--- config.mk ---
export PLATFORM = sky130hd
export DESIGN_NAME = apb_master_ws
export DESIGN_NICKNAME = d
export VERILOG_FILES = /design/src/rtl/apb_pkg.sv /design/src/rtl/apb_slv_mux.sv /design/src/rtl/apb_master_ws.sv
export SDC_FILE = /design/constraint.sdc
export NUM_CORES = 1
export LEC_CHECK = 0
export CAP_MARGIN = 5
export CORE_MARGIN = 3
export CORE_UTILIZATION = 36
export CTS_CLUSTER_SIZE = 10
export DETAILED_ROUTE_END_ITERATION = 8
export PLACE_DENSITY = 0.86
export SETUP_SLACK_MARGIN = 0.5
export SLEW_MARGIN = 25
export SYNTH_ARGS = -nofsm -noshare
export SYNTH_HDL_FRONTEND = slang
export SYNTH_SLANG_ARGS = --single-unit
--- constraint.sdc ---
create_clock -name PCLK -period 1.86 [get_ports PCLK]
set_input_delay 0.372 -clock PCLK [delete_from_list [all_inputs] [get_ports PCLK]]
set_output_delay 0.372 -clock PCLK [all_outputs]
set_load 0.01 [all_outputs]
--- src/rtl/apb_pkg.sv ---
// Shared APB definitions: FSM state encoding, default widths and the
// slave-select width helper used by the master and the slave mux.
package apb_pkg;

  typedef enum logic [1:0] {
    IDLE   = 2'd0,
    SETUP  = 2'd1,
    ACCESS = 2'd2
  } apb_state_e;

  localparam int APB_ADDR_W  = 8;
  localparam int APB_DATA_W  = 32;
  localparam int APB_NUM_SLV = 4;

  // Number of top address bits that pick a slave; never below 1.
  function automatic int sel_width(input int num_slv);
    return (num_slv > 1) ? $clog2(num_slv) : 1;
  endfunction

endpackage

--- src/rtl/apb_slv_mux.sv ---
// Combinational return-path mux: picks read data, ready and error of the
// slave addressed by a one-hot select; all outputs are 0 when nothing is selected.
module apb_slv_mux
  import apb_pkg::*;
#(
  parameter int NUM_SLV = APB_NUM_SLV,
  parameter int DATA_W  = APB_DATA_W
) (
  input  logic [NUM_SLV-1:0]        psel,
  input  logic [NUM_SLV*DATA_W-1:0] prdata,
  input  logic [NUM_SLV-1:0]        pready,
  input  logic [NUM_SLV-1:0]        pslverr,
  output logic [DATA_W-1:0]         sel_rdata,
  output logic                      sel_ready,
  output logic                      sel_err
);

  logic [DATA_W-1:0] rdata_term [NUM_SLV];

  generate
    for (genvar gi = 0; gi < NUM_SLV; gi++) begin : g_term
      assign rdata_term[gi] = prdata[gi*DATA_W +: DATA_W] & {DATA_W{psel[gi]}};
    end
  endgenerate

  // AND-OR tree: relies on psel being one-hot or zero.
  always_comb begin
    sel_rdata = '0;
    for (int i = 0; i < NUM_SLV; i++) begin
      sel_rdata = sel_rdata | rdata_term[i];
    end
  end

  assign sel_ready = |(pready & psel);
  assign sel_err   = |(pslverr & psel);

endmodule

--- src/rtl/apb_master_ws.sv ---
// APB master with wait states, slave error, address-decoded slave select and
// back-to-back chaining. Optional ACCESS timeout: define APB_MASTER_TIMEOUT_EN.
module apb_master_ws
  import apb_pkg::*;
#(
  parameter int ADDR_W  = APB_ADDR_W,
  parameter int DATA_W  = APB_DATA_W,
  parameter int NUM_SLV = APB_NUM_SLV
`ifdef APB_MASTER_TIMEOUT_EN
  ,
  parameter int TIMEOUT_CYC = 16
`endif
) (
  input  logic                      PCLK,
  input  logic                      Presetn,
  input  logic                      req_valid,
  output logic                      req_ready,
  input  logic                      req_write,
  input  logic [ADDR_W-1:0]         req_addr,
  input  logic [DATA_W-1:0]         req_wdata,
  output logic                      rsp_valid,
  output logic [DATA_W-1:0]         rsp_rdata,
  output logic                      rsp_err,
  output logic [NUM_SLV-1:0]        Psel,
  output logic                      Penable,
  output logic                      Pwrite,
  output logic [ADDR_W-1:0]         Paddr,
  output logic [DATA_W-1:0]         Pwdata,
  input  logic [NUM_SLV*DATA_W-1:0] Prdata,
  input  logic [NUM_SLV-1:0]        Pready,
  input  logic [NUM_SLV-1:0]        Pslverr
);

  localparam int SEL_W = sel_width(NUM_SLV);

  apb_state_e          state_reg, state_next;
  logic [NUM_SLV-1:0]  psel_reg, psel_next;
  logic                penable_reg, penable_next;
  logic                pwrite_reg, pwrite_next;
  logic [ADDR_W-1:0]   paddr_reg, paddr_next;
  logic [DATA_W-1:0]   pwdata_reg, pwdata_next;
  logic                rsp_valid_reg, rsp_valid_next;
  logic [DATA_W-1:0]   rsp_rdata_reg, rsp_rdata_next;
  logic                rsp_err_reg, rsp_err_next;
  logic [DATA_W-1:0]   sel_rdata;
  logic                sel_ready, sel_err;
  logic                accept;

  apb_slv_mux #(.NUM_SLV(NUM_SLV), .DATA_W(DATA_W)) u_slv_mux (
    .psel      (psel_reg),
    .prdata    (Prdata),
    .pready    (Pready),
    .pslverr   (Pslverr),
    .sel_rdata (sel_rdata),
    .sel_ready (sel_ready),
    .sel_err   (sel_err)
  );

`ifdef APB_MASTER_TIMEOUT_EN
  localparam int CNT_W = $clog2(TIMEOUT_CYC) + 1;
  logic [CNT_W-1:0] wait_cnt_reg, wait_cnt_next;
  logic             timeout_hit;
  assign timeout_hit = (state_reg == ACCESS) && !sel_ready &&
                       (wait_cnt_reg == CNT_W'(TIMEOUT_CYC - 1));
`endif

  // A timeout only fires with sel_ready low, so it can never chain an accept.
  assign req_ready = (state_reg == IDLE) || ((state_reg == ACCESS) && sel_ready);
  assign accept    = req_valid && req_ready;

  always_comb begin
    state_next     = state_reg;
    psel_next      = psel_reg;
    penable_next   = penable_reg;
    pwrite_next    = pwrite_reg;
    paddr_next     = paddr_reg;
    pwdata_next    = pwdata_reg;
    rsp_valid_next = 1'b0;
    rsp_rdata_next = rsp_rdata_reg;
    rsp_err_next   = rsp_err_reg;
`ifdef APB_MASTER_TIMEOUT_EN
    wait_cnt_next  = wait_cnt_reg;
`endif
    case (state_reg)
      SETUP: begin
        penable_next = 1'b1;
        state_next   = ACCESS;
`ifdef APB_MASTER_TIMEOUT_EN
        wait_cnt_next = '0;
`endif
      end
      ACCESS: begin
        if (sel_ready) begin
          rsp_valid_next = 1'b1;
          rsp_err_next   = sel_err;
          rsp_rdata_next = (!pwrite_reg && !sel_err) ? sel_rdata : '0;
          state_next     = IDLE;
          psel_next      = '0;
          penable_next   = 1'b0;
        end
`ifdef APB_MASTER_TIMEOUT_EN
        else if (timeout_hit) begin
          rsp_valid_next = 1'b1;
          rsp_err_next   = 1'b1;
          rsp_rdata_next = '0;
          state_next     = IDLE;
          psel_next      = '0;
          penable_next   = 1'b0;
        end else begin
          wait_cnt_next = wait_cnt_reg + 1'b1;
        end
`endif
      end
      default: ;
    endcase
    // A new command overrides the IDLE return of a completing transfer.
    if (accept) begin
      state_next   = SETUP;
      psel_next    = NUM_SLV'(1) << req_addr[ADDR_W-1 -: SEL_W];
      penable_next = 1'b0;
      pwrite_next  = req_write;
      paddr_next   = req_addr;
      pwdata_next  = req_write ? req_wdata : '0;
    end
  end

  always_ff @(posedge PCLK or negedge Presetn) begin
    if (!Presetn) begin
      state_reg     <= IDLE;
      psel_reg      <= '0;
      penable_reg   <= 1'b0;
      pwrite_reg    <= 1'b0;
      paddr_reg     <= '0;
      pwdata_reg    <= '0;
      rsp_valid_reg <= 1'b0;
      rsp_rdata_reg <= '0;
      rsp_err_reg   <= 1'b0;
`ifdef APB_MASTER_TIMEOUT_EN
      wait_cnt_reg  <= '0;
`endif
    end else begin
      state_reg     <= state_next;
      psel_reg      <= psel_next;
      penable_reg   <= penable_next;
      pwrite_reg    <= pwrite_next;
      paddr_reg     <= paddr_next;
      pwdata_reg    <= pwdata_next;
      rsp_valid_reg <= rsp_valid_next;
      rsp_rdata_reg <= rsp_rdata_next;
      rsp_err_reg   <= rsp_err_next;
`ifdef APB_MASTER_TIMEOUT_EN
      wait_cnt_reg  <= wait_cnt_next;
`endif
    end
  end

  assign Psel      = psel_reg;
  assign Penable   = penable_reg;
  assign Pwrite    = pwrite_reg;
  assign Paddr     = paddr_reg;
  assign Pwdata    = pwdata_reg;
  assign rsp_valid = rsp_valid_reg;
  assign rsp_rdata = rsp_rdata_reg;
  assign rsp_err   = rsp_err_reg;

endmodule

======== Word-level counts from Yosys, hierarchy flattened ========
Cells that the tools add are included.
cells by class
  equal/unequal tests ..................... 3
  reduce and logical (&&, ||, !) cells .... 15
  multiplexer cells ....................... 13
  bitwise logic cells ..................... 9
  shifts and indexed selects .............. 1
operators by type and width
  kind                   count
  $and A32 B32 Y32       4
  $or A32 B32 Y32        3
  $mux W32               2
  $mux W4                3
  $and A4 B4 Y4          2
  $reduce_or A4 Y1       2
  $reduce_and A2 Y1      3
  $mux W1                4
  $mux W2                2
  $pmux W2 S2            1
  $reduce_bool A2 Y1     2
  $shl A1 B2 Y4 const A  1
  $logic_and A1 B1 Y1    3
  $ne A3 B3 Y1 const B   1
  $reduce_bool A3 Y1     1
  $eq A2 B1 Y1 const B   1
  $eq A2 B2 Y1 const B   1
  $logic_not A1 Y1       2
  $logic_not A2 Y1       1
  $pmux W1 S2            1
  $logic_or A1 B1 Y1     1
word-level totals
  output and inout bits ................... 81
  bits in registers ....................... 82
  bits of input ports ..................... 180
  logic and storage cells ................. 50

======== Longest topological paths before layout ========
  depth in word-level cells ............... 7
  depth in mapped cells ................... 6
  depth with buffers taken out ............ 4

======== By module ========
A second synthesis with hierarchy kept.
unflattened totals
  cells, all modules ...................... 437
  area total of the unflattened synthesis .. 4317.9 um^2
by module, submodules not included
  module         sequential area each (um^2)  area each (um^2)  times used  cells an instance
  apb_master_ws  2026.9                       3309.4            1           319
  apb_slv_mux    0.0                          1008.5            1           118

======== Worst setup path before layout ========
OpenSTA, ideal clock, no wires.
  path type ............................... register to output
  start point ............................. register psel_reg[1], in the netlist Psel[1]
  end point ............................... output port req_ready
  path slack .............................. -0.043 ns
  required time ........................... 1.488 ns
  cell stages (with the launch flop) ...... 6
  arrival ................................. 1.531 ns
  buffers on the path ..................... 2
  cells stage by stage .................... dfrtp_1 > buf_2 > a22o_1 > nor3_2 > clkbuf_1 > nor2_1
on the way
  cells in the longest elaborated chain, start to end .. 4
RTL lines
  item                      line                  RTL
  start: declaration        apb_master_ws.sv:37   logic [NUM_SLV-1:0] psel_reg, psel_next;
  start signal: assignment  apb_master_ws.sv:143  psel_reg <= psel_next;
  $and A4 B4 Y4             apb_slv_mux.sv:34     assign sel_ready = |(pready & psel);
  $reduce_or A4 Y1          apb_slv_mux.sv:34
  $logic_and A1 B1 Y1       apb_master_ws.sv:68   assign req_ready = (state_reg == IDLE) || ((state_reg == ACCESS) && sel_ready);
  $logic_or A1 B1 Y1        apb_master_ws.sv:68
  end: declaration          apb_master_ws.sv:17   output logic req_ready,
No other way between the ends.

======== Worst setup path after layout ========
  start point ............................. register psel_reg[2], in the netlist Psel[2]
  end point ............................... register pwdata_reg[24], in the netlist Pwdata[24]
on the way
  cells in the longest elaborated chain, start to end .. 5
RTL lines
  item                    line                  RTL
  $and A4 B4 Y4           apb_slv_mux.sv:34
  $reduce_or A4 Y1        apb_slv_mux.sv:34
  $logic_and A1 B1 Y1     apb_master_ws.sv:68
  $logic_or A1 B1 Y1      apb_master_ws.sv:68
  $logic_and A1 B1 Y1     apb_master_ws.sv:69   assign accept = req_valid && req_ready;
  end signal: assignment  apb_master_ws.sv:147  pwdata_reg <= pwdata_next;
  end: declaration        apb_master_ws.sv:41   logic [DATA_W-1:0] pwdata_reg, pwdata_next;
No other way between the ends.
A chain may end at the register's enable or synchronous reset.

==> impl_metrics.ini <==
[outcome]
status = finished, final reports clean

[detailed_routing]
num_vias = 4478
drc = 0
detail_route.wl_per_cell_um = 21.9
drtPass1Iterations = 5
drt-initial-drc-count = 310
antenna_left = 0
totalWireLength_um = 17400
via_per_inst = 5.61

[synthesis]
ys.warnings.count = 0
synth-seq-cells = 81
synth_fa_ha_area_share_pct = 0
ys_seq_area_share_pct = 51.5
synth_nets = 535
syn_area_mm2 = 0.00393
postSynthAreaPerCell_um2 = 11.1
synthCells = 355
synth-compound-area-share_pct = 30.8
synth_xor_area_share_pct = 0
yosysUniqueCellTypes = 28
synth_top_family_by_area = compound AO/OA/AOI/OAI gates
muxShareOfSynthArea_pct = 2.86
synth-simple-area-share_pct = 9.64

[placement]
place_ws_ns = -0.409
gp_congestion = 0.985
dpl.hpwl_um = 11400
portBuffers = 260

[cts]
htree_levels = 3
cts_tree = done
clk_pin_slew_ns = 0.08
clk_latency_ns = 0.35
clockRootBuffer = clkbuf_8
clock-sinks = 81
cts_buffer_depth = 2
cts_buffers = 9

[setup_path]
cp_max_fo = 7
path_buf_inv = 5
cp_common_cell = buf_6
cp-end-kind = flop
critPathTopFamily = compound AO/OA/AOI/OAI gates
crit_chain = a22o_4 -> buf_6 -> o31ai_4 -> buf_6 -> buf_16 -> buf_6 -> buf_16 -> o2bb2ai_4
crit_type = flop to flop
arrival_ns = 2.09
slowest_delay_ns = 0.42
reg2reg_slack_ns = 0.04
worstSetupStartpointType = flop
cp_slowest_cell = dfrtp_1
cp.required_ns = 2.14

[sta]
setup_ws_ns = 0.0438
fin_crit_ns = 1.82
hold_viol_final = 0
slew-limit-headroom_pct = 73.4
fin_setup_tns_ns = 0
fmax_mhz = 551
rsz0062_at_grt = true
setup_viol = 0
timing.final.crit_share_pct = 97.6
slew_viol_final = 0
skew_ns = 0.0119
tightest_slew_ns = 0.400

[layout]
antenna_cells = 0
drive_gt1_share_pct = 33.7
nets = 839
area_growth_pct = 94.1
fillers = 743

[power]
pwr-share-seq_pct = 46.9
power.switching_w = 0.000736
power_density_mw_per_mm2 = 491
p_clk_share_pct = 41.0
p_int_w = 0.00301
comb_power_share_pct = 12.1
ir_worst_vdd_mv = 0.369
p_sw_share_pct = 19.6
power_leakage_nw = 3.48

[floorplanning]
die_w_um = 111
die_h_um = 111
die_area_mm2 = 0.0122
rows = 37
io_pins = 261
core_area_mm2 = 0.0105
floorplan.initialDensity_pct = 37.6

[flow_run]
drv_cap = 0

[grt]
grt_util_all_layers_pct = 26.3
gr-total-overflow = 0
grt_pass1_wl_um = 26000
grt_pass1_vias = 4649
grt_max_degree = 51
antenna_found_initial = 0

[worst_hold_path]
hp-class = input port to asynchronous set/reset pin
[per-stage QoR]
| stage | utilization [%] | area (um2) | hold slack (ns) | power [W] | std cells |
|---|---|---|---|---|---|
| 5_1_grt | 73.0 | 7630 | 0.410 | 0.00388 | 798 |
| 2_1_floorplan | - | 3980 | 0.0764 | 0.00181 | 355 |
| 6_report | 73.0 | 7630 | 0.399 | 0.00375 | 798 |
| 3_5_place_dp | 64.8 | 6780 | 0.209 | 0.00224 | 738 |
| 3_3_place_gp | 64.8 | 6780 | 0.208 | 0.00223 | 738 |
| 4_1_cts | 69.5 | 7280 | 0.396 | 0.00376 | 777 |
[layout by cell type (no fill, tap or decap), drive strengths merged, types with 3 or more instances in the layout]
cell type	synthesis	final
nand2	39	39
o2bb2ai	33	33
bufinv	0	3
clkdlybuf4s15	0	7
dlygate4sd2	0	3
a22oi	64	64
a22o	4	4
buf	11	128
o22ai	5	5
clkbuf	29	29
clkdlybuf4s50	0	175
mux2	10	10
nand3	33	33
dfrtp	81	81
a32o	31	31
[kinds of logic (layout without fill, tap and decap cells)]
kind of cell    count (synthesis)  count (layout)
compound gates                140             140
buf+inv                        42             349
flops                          81              81
mux                            10              10
simple gates                   82              82
[power groups by stage]
stage          registers [W]  clock network, W   logic, W
2_1_floorplan        0.00179                 0  0.0000160
3_3_place_gp         0.00179                 0   0.000440
3_5_place_dp         0.00179                 0   0.000449
4_1_cts              0.00176           0.00155   0.000451
5_1_grt              0.00176           0.00164   0.000483
6_report             0.00176           0.00154   0.000453
[Yosys cell counts (all sizes together)]
cell type  instances  area (um2)
a22o               4        43.8
a22oi             64         480
a32o              31         310
buf               11        87.6
clkbuf            29         109
dfrtp             81        2030
inv                2        7.50
mux2              10         113
nand2             39         146
nand2b             2        12.5
nand3             33         165
nor2               1        3.75
nor2b              2        12.5
nor3               1        10.0
nor3b              1        7.51
o211a              1        10.0
o21ai              1        5.00
o22ai              5        31.3
o2bb2ai           33         308
o31ai              1        21.3
or2                2        12.5
or3b               1        8.76
[area by class of cell]
cell class / instances / area [um2] / area share [%]
Clock buffer: 11 / 141 / 1.85
Clock inverter: 3 / 90.1 / 1.18
Inverter: 2 / 7.51 / 0.0983
Multi-Input combinational cell: 232 / 2070 / 27.2
Sequential cell: 81 / 2030 / 26.6
Tap cell: 136 / 170 / 2.23
Timing Repair Buffer: 333 / 3120 / 40.9
[path summary, 6_finish.rpt]
| kind | endpoint | cells past startpoint | startpoint |
|---|---|---|---|
| worst max-delay path | Pwdata[24] | 8 | Psel[2] |
| worst min-delay path | rsp_rdata[29] | 2 | Presetn |
| worst max register to register | Pwdata[24] | 8 | Psel[2] |
| worst min register to register | rsp_rdata[8] | 1 | rsp_rdata[8] |
| max in group asynchronous | rsp_rdata[18] | 3 | Presetn |
| min in group PCLK | rsp_rdata[8] | 1 | rsp_rdata[8] |
[layer usage]
| metal | up-vias | global-route usage [%] | routed length [um] |
|---|---|---|---|
| met2 | 250 | 45.1 | 8890 |
| met5 | - | 0 | 0 |
| met4 | 0 | 9.28 | 535 |
| met1 | 2189 | 32.0 | 6670 |
| met3 | 38 | 6.85 | 1350 |
| li1 | 2001 | - | - |
[what timing repair did]
action / CTS / global route
hold buffers: 1 / 0
resized for setup: 284 / 116
pin swaps: 4 / 15
gates cloned: 4 / 4
endpoints found under the setup margin: 162 / 133
endpoints found under the hold margin: 7 / 0
setup buffers: 20 / 17
Note: power is estimated with default switching activity, not from simulation.
